### config.mk
export PLATFORM = sky130hd
export DESIGN_NAME = ltm_read_sched
export DESIGN_NICKNAME = d
export VERILOG_FILES = /design/src/rtl/ltm_read_sched.sv
export SDC_FILE = /design/constraint.sdc
export NUM_CORES = 1
export LEC_CHECK = 0
export CAP_MARGIN = 25
export CORE_MARGIN = 2
export CORE_UTILIZATION = 45
export DETAILED_ROUTE_END_ITERATION = 12
export GPL_TIMING_DRIVEN = 0
export PLACE_DENSITY = 0.81
export SKIP_LAST_GASP = 1
export SLEW_MARGIN = 25
export SYNTH_ARGS = -nofsm -noshare
export SYNTH_HDL_FRONTEND = slang
export SYNTH_SLANG_ARGS = --single-unit
### constraint.sdc
create_clock -name iCLK -period 5.4 [get_ports iCLK]
set_clock_uncertainty 0.15 [all_clocks]
set_input_delay 1.35 -clock iCLK [delete_from_list [all_inputs] [get_ports iCLK]]
set_output_delay 1.35 -clock iCLK [all_outputs]
set_load 0.05 [all_outputs]
### src/rtl/ltm_read_sched.sv
// Read-port scheduler sharing one SDRAM read port between the LTM display line
// FIFO prefetch and one auxiliary burst reader, with vsync frame restart.
module ltm_read_sched #(
    parameter int ADDR_W      = 22,
    parameter int FRAME_BASE  = 0,
    parameter int FRAME_WORDS = 384000,
    parameter int BURST       = 256,
    parameter int USED_W      = 9,
    parameter int LOW_WM      = 256,
    parameter int CRIT_WM     = 64,
    parameter int MAX_DISP    = 4
) (
    input  logic              iCLK,
    input  logic              iRST_n,
    input  logic              iVD,
    input  logic              iREAD_EN,
    input  logic [USED_W-1:0] iDISP_USEDW,
    input  logic              iAUX_REQ,
    input  logic [ADDR_W-1:0] iAUX_ADDR,
    output logic              oAUX_GNT,
    output logic              oAUX_DONE,
    output logic              oRD_REQ,
    output logic [ADDR_W-1:0] oRD_ADDR,
    output logic [8:0]        oRD_LEN,
    output logic              oRD_SEL,
    input  logic              iRD_ACK,
    input  logic              iRD_DONE,
    output logic              oFIFO_CLR,
    output logic              oUNDERRUN,
    output logic [2:0]        oSTATE
);

    // Handshake: oRD_REQ/oRD_ADDR/oRD_LEN are held until the edge that samples
    // iRD_ACK=1; iRD_DONE is only honoured in a WAIT state, one per burst.
    typedef enum logic [2:0] {
        S_IDLE      = 3'd0,
        S_DISP_REQ  = 3'd1,
        S_DISP_WAIT = 3'd2,
        S_AUX_REQ   = 3'd3,
        S_AUX_WAIT  = 3'd4
    } state_t;

    localparam int REM_RAW = $clog2(FRAME_WORDS + 1);
    localparam int REM_W   = (REM_RAW > 10) ? REM_RAW : 10;
    localparam int STK_RAW = $clog2(MAX_DISP + 1);
    localparam int STK_W   = (STK_RAW > 1) ? STK_RAW : 1;

    localparam logic [REM_W-1:0]  FRAME_REM = REM_W'(FRAME_WORDS);
    localparam logic [REM_W-1:0]  BURST_REM = REM_W'(BURST);
    localparam logic [8:0]        BURST_LEN = 9'(BURST);
    localparam logic [USED_W:0]   LOW_L     = (USED_W + 1)'(LOW_WM);
    localparam logic [USED_W:0]   CRIT_L    = (USED_W + 1)'(CRIT_WM);
    localparam logic [STK_W-1:0]  MAX_STK   = STK_W'(MAX_DISP);
    localparam logic [ADDR_W-1:0] BASE_A    = ADDR_W'(FRAME_BASE);

    state_t              r_state;
    state_t              w_next;

    logic                r_vd;
    logic                r_vd_d;
    logic                r_restart_pend;
    logic [ADDR_W-1:0]   r_disp_addr;
    logic [REM_W-1:0]    r_disp_rem;
    logic [STK_W-1:0]    r_streak;

    logic                r_rd_req;
    logic [ADDR_W-1:0]   r_rd_addr;
    logic [8:0]          r_rd_len;
    logic                r_rd_sel;
    logic                r_aux_gnt;
    logic                r_aux_done;
    logic                r_fifo_clr;
    logic                r_underrun;

    logic                w_rd_req_n;
    logic [ADDR_W-1:0]   w_rd_addr_n;
    logic [8:0]          w_rd_len_n;
    logic                w_rd_sel_n;
    logic                w_aux_gnt_n;
    logic                w_aux_done_n;
    logic                w_fifo_clr_n;
    logic                w_underrun_n;

    logic                w_vd_fall;
    logic [USED_W:0]     w_usedw_x;
    logic                w_disp_need;
    logic                w_disp_crit;
    logic                w_restart;
    logic                w_disp_ack;
    logic                w_aux_ack;
    logic [8:0]          w_disp_len;
    logic [REM_W-1:0]    w_len_rem;

    assign w_vd_fall   = r_vd_d & ~r_vd;
    assign w_usedw_x   = {1'b0, iDISP_USEDW};
    assign w_disp_need = (r_disp_rem != '0) && (w_usedw_x < LOW_L);
    assign w_disp_crit = w_disp_need && (w_usedw_x < CRIT_L);
    assign w_restart   = (r_state == S_IDLE) && r_restart_pend;
    assign w_disp_ack  = (r_state == S_DISP_REQ) && iRD_ACK;
    assign w_aux_ack   = (r_state == S_AUX_REQ) && iRD_ACK;
    assign w_disp_len  = (r_disp_rem >= BURST_REM) ? BURST_LEN : r_disp_rem[8:0];
    assign w_len_rem   = REM_W'(r_rd_len);

    // State register
    always_ff @(posedge iCLK or negedge iRST_n) begin
        if (!iRST_n) begin
            r_state <= S_IDLE;
        end else begin
            r_state <= w_next;
        end
    end

    // Next-state logic; a pending restart holds IDLE for its one apply cycle
    always_comb begin
        w_next = r_state;
        case (r_state)
            S_IDLE: begin
                if (r_restart_pend) begin
                    w_next = S_IDLE;
                end else if (w_disp_crit) begin
                    w_next = S_DISP_REQ;
                end else if (iAUX_REQ && (r_streak >= MAX_STK)) begin
                    w_next = S_AUX_REQ;
                end else if (w_disp_need) begin
                    w_next = S_DISP_REQ;
                end else if (iAUX_REQ) begin
                    w_next = S_AUX_REQ;
                end
            end
            S_DISP_REQ:  if (iRD_ACK)  w_next = S_DISP_WAIT;
            S_DISP_WAIT: if (iRD_DONE) w_next = S_IDLE;
            S_AUX_REQ:   if (iRD_ACK)  w_next = S_AUX_WAIT;
            S_AUX_WAIT:  if (iRD_DONE) w_next = S_IDLE;
            default:     w_next = S_IDLE;
        endcase
    end

    // Output logic: next values for the registered outputs
    always_comb begin
        w_rd_req_n   = (w_next == S_DISP_REQ) || (w_next == S_AUX_REQ);
        w_rd_addr_n  = r_rd_addr;
        w_rd_len_n   = r_rd_len;
        w_rd_sel_n   = r_rd_sel;
        if ((r_state == S_IDLE) && (w_next == S_DISP_REQ)) begin
            w_rd_addr_n = r_disp_addr;
            w_rd_len_n  = w_disp_len;
            w_rd_sel_n  = 1'b0;
        end else if ((r_state == S_IDLE) && (w_next == S_AUX_REQ)) begin
            w_rd_addr_n = iAUX_ADDR;
            w_rd_len_n  = BURST_LEN;
            w_rd_sel_n  = 1'b1;
        end
        w_aux_gnt_n  = w_aux_ack;
        w_aux_done_n = (r_state == S_AUX_WAIT) && iRD_DONE;
        w_fifo_clr_n = w_restart;
        if (w_restart) begin
            w_underrun_n = 1'b0;
        end else begin
            w_underrun_n = r_underrun | (iREAD_EN && (iDISP_USEDW == '0));
        end
    end

    always_ff @(posedge iCLK or negedge iRST_n) begin
        if (!iRST_n) begin
            r_rd_req   <= 1'b0;
            r_rd_addr  <= '0;
            r_rd_len   <= '0;
            r_rd_sel   <= 1'b0;
            r_aux_gnt  <= 1'b0;
            r_aux_done <= 1'b0;
            r_fifo_clr <= 1'b0;
            r_underrun <= 1'b0;
        end else begin
            r_rd_req   <= w_rd_req_n;
            r_rd_addr  <= w_rd_addr_n;
            r_rd_len   <= w_rd_len_n;
            r_rd_sel   <= w_rd_sel_n;
            r_aux_gnt  <= w_aux_gnt_n;
            r_aux_done <= w_aux_done_n;
            r_fifo_clr <= w_fifo_clr_n;
            r_underrun <= w_underrun_n;
        end
    end

    // Vsync edge capture; idles high so reset cannot fake a falling edge
    always_ff @(posedge iCLK or negedge iRST_n) begin
        if (!iRST_n) begin
            r_vd           <= 1'b1;
            r_vd_d         <= 1'b1;
            r_restart_pend <= 1'b0;
        end else begin
            r_vd   <= iVD;
            r_vd_d <= r_vd;
            if (w_vd_fall) begin
                r_restart_pend <= 1'b1;
            end else if (w_restart) begin
                r_restart_pend <= 1'b0;
            end
        end
    end

    // Display frame pointer; advanced by the accepted length held in r_rd_len
    always_ff @(posedge iCLK or negedge iRST_n) begin
        if (!iRST_n) begin
            r_disp_addr <= '0;
            r_disp_rem  <= '0;
        end else if (w_restart) begin
            r_disp_addr <= BASE_A;
            r_disp_rem  <= FRAME_REM;
        end else if (w_disp_ack) begin
            r_disp_addr <= r_disp_addr + ADDR_W'(r_rd_len);
            r_disp_rem  <= (r_disp_rem > w_len_rem) ? (r_disp_rem - w_len_rem) : '0;
        end
    end

    // Count display bursts taken while aux was waiting, saturating at MAX_DISP
    always_ff @(posedge iCLK or negedge iRST_n) begin
        if (!iRST_n) begin
            r_streak <= '0;
        end else if (w_restart || w_aux_ack || ((r_state == S_IDLE) && !iAUX_REQ)) begin
            r_streak <= '0;
        end else if (w_disp_ack && iAUX_REQ && (r_streak < MAX_STK)) begin
            r_streak <= r_streak + 1'b1;
        end
    end

    assign oRD_REQ   = r_rd_req;
    assign oRD_ADDR  = r_rd_addr;
    assign oRD_LEN   = r_rd_len;
    assign oRD_SEL   = r_rd_sel;
    assign oAUX_GNT  = r_aux_gnt;
    assign oAUX_DONE = r_aux_done;
    assign oFIFO_CLR = r_fifo_clr;
    assign oUNDERRUN = r_underrun;
    assign oSTATE    = r_state;

endmodule

Yosys cells after proc, flatten, opt, wreduce, memory -nomap -nowiden:

Index checks and enable logic that the tools add are counted.

* flip-flop bits (word level): 87
* bits of input ports: 38
* output and inout port bits: 40

* $add $sub $neg: 3
* magnitude comparators: 6
* equal/unequal tests: 6
* multiplexer cells: 26
* bitwise logic cells: 3
* reduce and logical (&&, ||, !) cells: 25

Operator list (number)
* $mux 22: 4
* $mux 19: 3
* $mux 3: 10
* $mux 9: 3
* $add 22x9->22: 1
* $ge 19x9->1 const B: 1
* $gt 19x9->1: 1
* $reduce_bool 19->1: 1
* $sub 19x9->19: 1
* $logic_and 1x1->1: 13
* $pmux 3 s4: 1
* $eq 3x2->1 const B: 3
* $logic_not 9->1: 1
* $lt 9x7->1 const B: 1
* $lt 9x9->1 const B: 1
* $reduce_bool 2->1: 4
* $eq 3x1->1 const B: 2
* $mux 1: 5
* $add 3x1->3 const B: 1
* $eq 3x3->1 const B: 1
* $ge 3x3->1 const B: 1
* $logic_not 3->1: 1
* $logic_or 1x1->1: 3
* $lt 3x3->1 const B: 1
* 5 further kinds: 5

Logic depth before layout (Yosys ltp):

* word-level depth: 11
* depth in mapped cells: 10

Least setup slack after synthesis:

OpenSTA, ideal clock, no wires.

* path type: register to register
* start point: register r_rd_len[0] (netlist: oRD_LEN[0])
* end point: register r_disp_rem[12]
* library setup time: 158 ps
* data arrival time: 2694 ps
* setup slack: 2398 ps
* cell stages (with the launch flop): 9
* path buffers: 0
* clock period less this slack: 3002 ps
* path through: dfrtp_1 ha_1 inv_1 fa_1 a21o_1 a221oi_1 o221ai_1 o41ai_1 o311ai_0

* cells in the longest elaborated chain, start to end: 4
* elaborated cells on any way between the ends: 5
* those cells by class: 1 x add/sub; 1 x order compare; 3 x mux

RTL lines
* from (decl): RTL line 68 `logic [8:0] r_rd_len;`
* from (signal assigned): RTL line 176 `r_rd_len <= w_rd_len_n;`
* $sub 19x9->19 or $gt 19x9->1 (tied branches): RTL line 212 `r_disp_rem <= (r_disp_rem > w_len_rem) ? (r_disp_rem - w_len_rem) : '0;`
* $mux 19 *: RTL line 212
* $mux 19 *: RTL line 210 `end else if (w_disp_ack) begin`
* $mux 19 *: RTL line 207 `end else if (w_restart) begin`
* to (signal assigned): RTL line 212
* to (decl): RTL line 63 `logic [REM_W-1:0] r_disp_rem;`

Mark *: on every way between the ends. The rest lies on a longest branch, timed or not. The select of a mux whose other input is x is not followed.
A chain may end at the register's enable or synchronous reset.

Worst setup path after layout:

* start point: input port iRD_ACK
* end point: register r_disp_addr[20]

* cells in the longest elaborated chain, start to end: 2

RTL lines
* from (decl): RTL line 26 `input logic iRD_ACK,`
* $logic_and 1x1->1: RTL line 99 `assign w_disp_ack = (r_state == S_DISP_REQ) && iRD_ACK;`
* $reduce_bool 2->1 (no line)
* to (signal assigned): RTL line 211 `r_disp_addr <= r_disp_addr + ADDR_W'(r_rd_len);`
* to (decl): RTL line 62 `logic [ADDR_W-1:0] r_disp_addr;`

Every way passes these cells.

==> results.md <==
- Ranking of synthesized cells by area: dfrtp_1 45%, mux2i_1 5.0%, ha_1 5.0%
- Post-synth EDFFs: 0
- Max VDD drop: 0.324 mV
- Max clock buf depth: 2
- Worst r2r path cells: 9
- Async SR Flop Fraction: 1.00
- Cell Area, Placed: 5750 sq um
- FF+latch count, synth: 87
- Final period util: 0.648
- Commonest non-fill, non-tap cells in the layout: 85 x dfrtp_1, 76 x clkdlybuf4s50_1, 57 x nand2_1, 36 x nor2_1, 28 x o21ai_0
- Clk root buf: clkbuf_8
- First-pass GRT wire length: 20000 um
- Layout cell share with drive strength beyond 1: 0.0706
- Chip width: 107 um
- LEAKAGE: 2.53 nW
- Slew @ Worst Pin: 0.862 ns
- Sequential-to-total area share from yosys stat: 0.456
- Final nets: 635
- Inserted Diodes: 0
- Die area: 11500 sq um
- Syn Nets: 546
- Die Y: 107 um
- Total number of vias: 4080
- Router iterations before antenna repair: 4
- Residual DRC: 0
- Remaining Overflow, GRT: 0
- Core Util, Final: 0.577
- Netlist cell types: 65
- Req. time, crit path: 5.53 ns
- Fillers: 842
- Syn_area_per_cell: 9.81 sq um
- Design Area, Final: 5960 sq um
- Switching share of total power: 0.438
- Setup Buffers After CTS: 0
- Startpoint Class: primary input
- Largest net degree at the start of global routing: 54
- Starting DRC count in detailed routing: 258
- Slew HR: 0.425
- Outcome: complete, no violations
- Pins Over Slew Limit: 0
- Post-Route Setup TNS: 0 ns
- Clk_lat worst skew: 0.36 ns
- Synth top area share: 0.445
- RSZ-0062 raised after global routing: no
- H-tree depth: 3
- Worst EP arrival: 3.62 ns
- Max Cap Viol: 0
- Vias in the first global route: 4051
- FP Rows: 37
- Clk network pwr share: 0.193
- Critical path fanouts, max: 8
- Mapped Area: 4780 sq um
- Crit end category: register
- Hold Buf Count CTS: 0
- DR vias/cell: 5.69
- Yosys warns: 0
- Final wirelength: 11900 um
- Clock tree sinks: 87
- Psw: 0.00111 W
- Clock slew seen by the registers of the worst setup and hold paths: 0.09 ns
- Final min period: 3.50 ns
- CTS buffer count: 9
- Hold Fails Final Rpt: 0
- Gate power share: 0.482
- Post-Synthesis Cells: 487
- Initial antenna violation count: 0
- Io pins: 78
- Synth Flop Type: dfrtp_1
- Min-Delay Path Depth: 0
- Overall Global Routing Usage: 0.221
- Reg power frac: 0.325
- Initial core utilization: 0.463
- Final setup fails: 0
- Type of the worst setup path: primary input to register
- Core box area: 10300 sq um
- Commonest non-fill, non-tap cell in the layout: dfrtp_1
- Worst setup margin: 1.90 ns
- Pre-CTS WS: 1.58 ns
- Cell Int Power: 0.00143 W
- Placer congestion estimate: 0.952
- Area Overhead vs Synth: 24.7%
- Fmax achieved: 0.286 GHz
- CTS tree: built
- Final ANT Viol Nets: 0
- Hpwl dp: 9060 um
- I/O Buffers: 77
- Routed WL per cell: 16.6 um
- Hold Crit Class: register to register
- CTS resizes: 0
- Cell taking the most area after synthesis: dfrtp_1
- Power per cell area: 427 nW/um^2
==> layer usage <==
| metal | vias up | global-route usage | routed length [um] |
|---|---|---|---|
| met4 | 0 | 0.0965 | 234 |
| met5 | - | 0 | 0 |
| li1 | 1938 | - | - |
| met2 | 120 | 0.369 | 5880 |
| met1 | 2002 | 0.283 | 5310 |
| met3 | 20 | 0.0347 | 510 |
==> path summary, 6_finish.rpt <==
kind | slack, ns | startpoint | end
worst max-delay path | 1.90 | iRD_ACK | r_disp_addr[20]$_DFFE_PN0P_
worst min-delay path | 0.22 | r_vd$_DFF_PN1_ | r_vd_d$_DFF_PN1_
min in group asynchronous | 0.79 | iRST_n | oRD_ADDR[16]$_DFFE_PN0P_
worst max register to register | 2.21 | r_disp_rem[0]$_DFFE_PN0P_ | r_disp_rem[12]$_DFFE_PN0P_
worst min register to register | 0.22 | r_vd$_DFF_PN1_ | r_vd_d$_DFF_PN1_
max in group asynchronous | 3.65 | iRST_n | r_vd$_DFF_PN1_
==> Yosys cell counts (all sizes together), types with 3 or more instances <==
master,number
dfrtp,85
nand2,58
o21ai,48
nor2,36
inv,26
mux2i,24
ha,19
a21oi,17
xnor2,12
a211oi,11
a22o,11
xor2,11
buf,10
a31oi,9
clkbuf,9
nand3,9
o22ai,9
nor4,7
and2,5
and3,5
o211ai,5
o31ai,5
a21o,4
or3,4
or4,4
a211o,3
nor2b,3
o21a,3
o311ai,3
==> layout make-up <==
class                   count  area [sq um]  area share
multi-input cells         354          2380       0.399
flip-flops and latches     87          2180       0.366
repair buffers             78           796       0.134
well taps                 136           170      0.0286
clock buffers              10           128      0.0214
plain buffers              19           119      0.0199
inverters                  27           101      0.0170
clock inverters             6          86.3      0.0145
==> stage by stage <==
stage	hold WS (ns)	std cells	total power, W
global route	0.230	717	0.00269
floorplan	0.204	487	0.00167
finish	0.222	717	0.00254
global placement	0.206	700	0.00202
detailed placement	0.209	701	0.00206
CTS	0.222	717	0.00255
==> critical path, cell delays in order <==
cell,delay (ns)
clkdlybuf4s50_1,0.62
nor3b_2,0.60
and2_1,0.29
o21ai_1,0.18
or3_1,0.40
a21oi_1,0.17
==> registers in the layout, summed over array words and instances, names as in the netlist, 3 cells and up <==
| name | cells |
|---|---|
| r_streak | 3 |
| oRD_LEN | 9 |
| oSTATE | 3 |
| oRD_ADDR | 22 |
| r_disp_rem | 19 |
| r_disp_addr | 22 |
==> power groups by stage <==
stage / registers, W / clock network (W) / logic [W]
after floorplan: 0.00112 / 0 / 0.000550
after global placement: 0.000834 / 0 / 0.00119
after detailed placement: 0.000841 / 0 / 0.00122
after CTS: 0.000827 / 0.000497 / 0.00122
after global routing: 0.000840 / 0.000531 / 0.00131
final: 0.000827 / 0.000491 / 0.00123
==> logic make-up after synthesis <==
kind of cell	share of synthesized area
AND/OR/NAND/NOR	0.153
flip-flops	0.456
multiplexers	0.0526
buffers and inverters	0.0461
AO/OA/AOI/OAI	0.192
XOR/XNOR	0.0421
adder cells (fa/ha/maj)	0.0581
(Power assumes the default switching activity.)
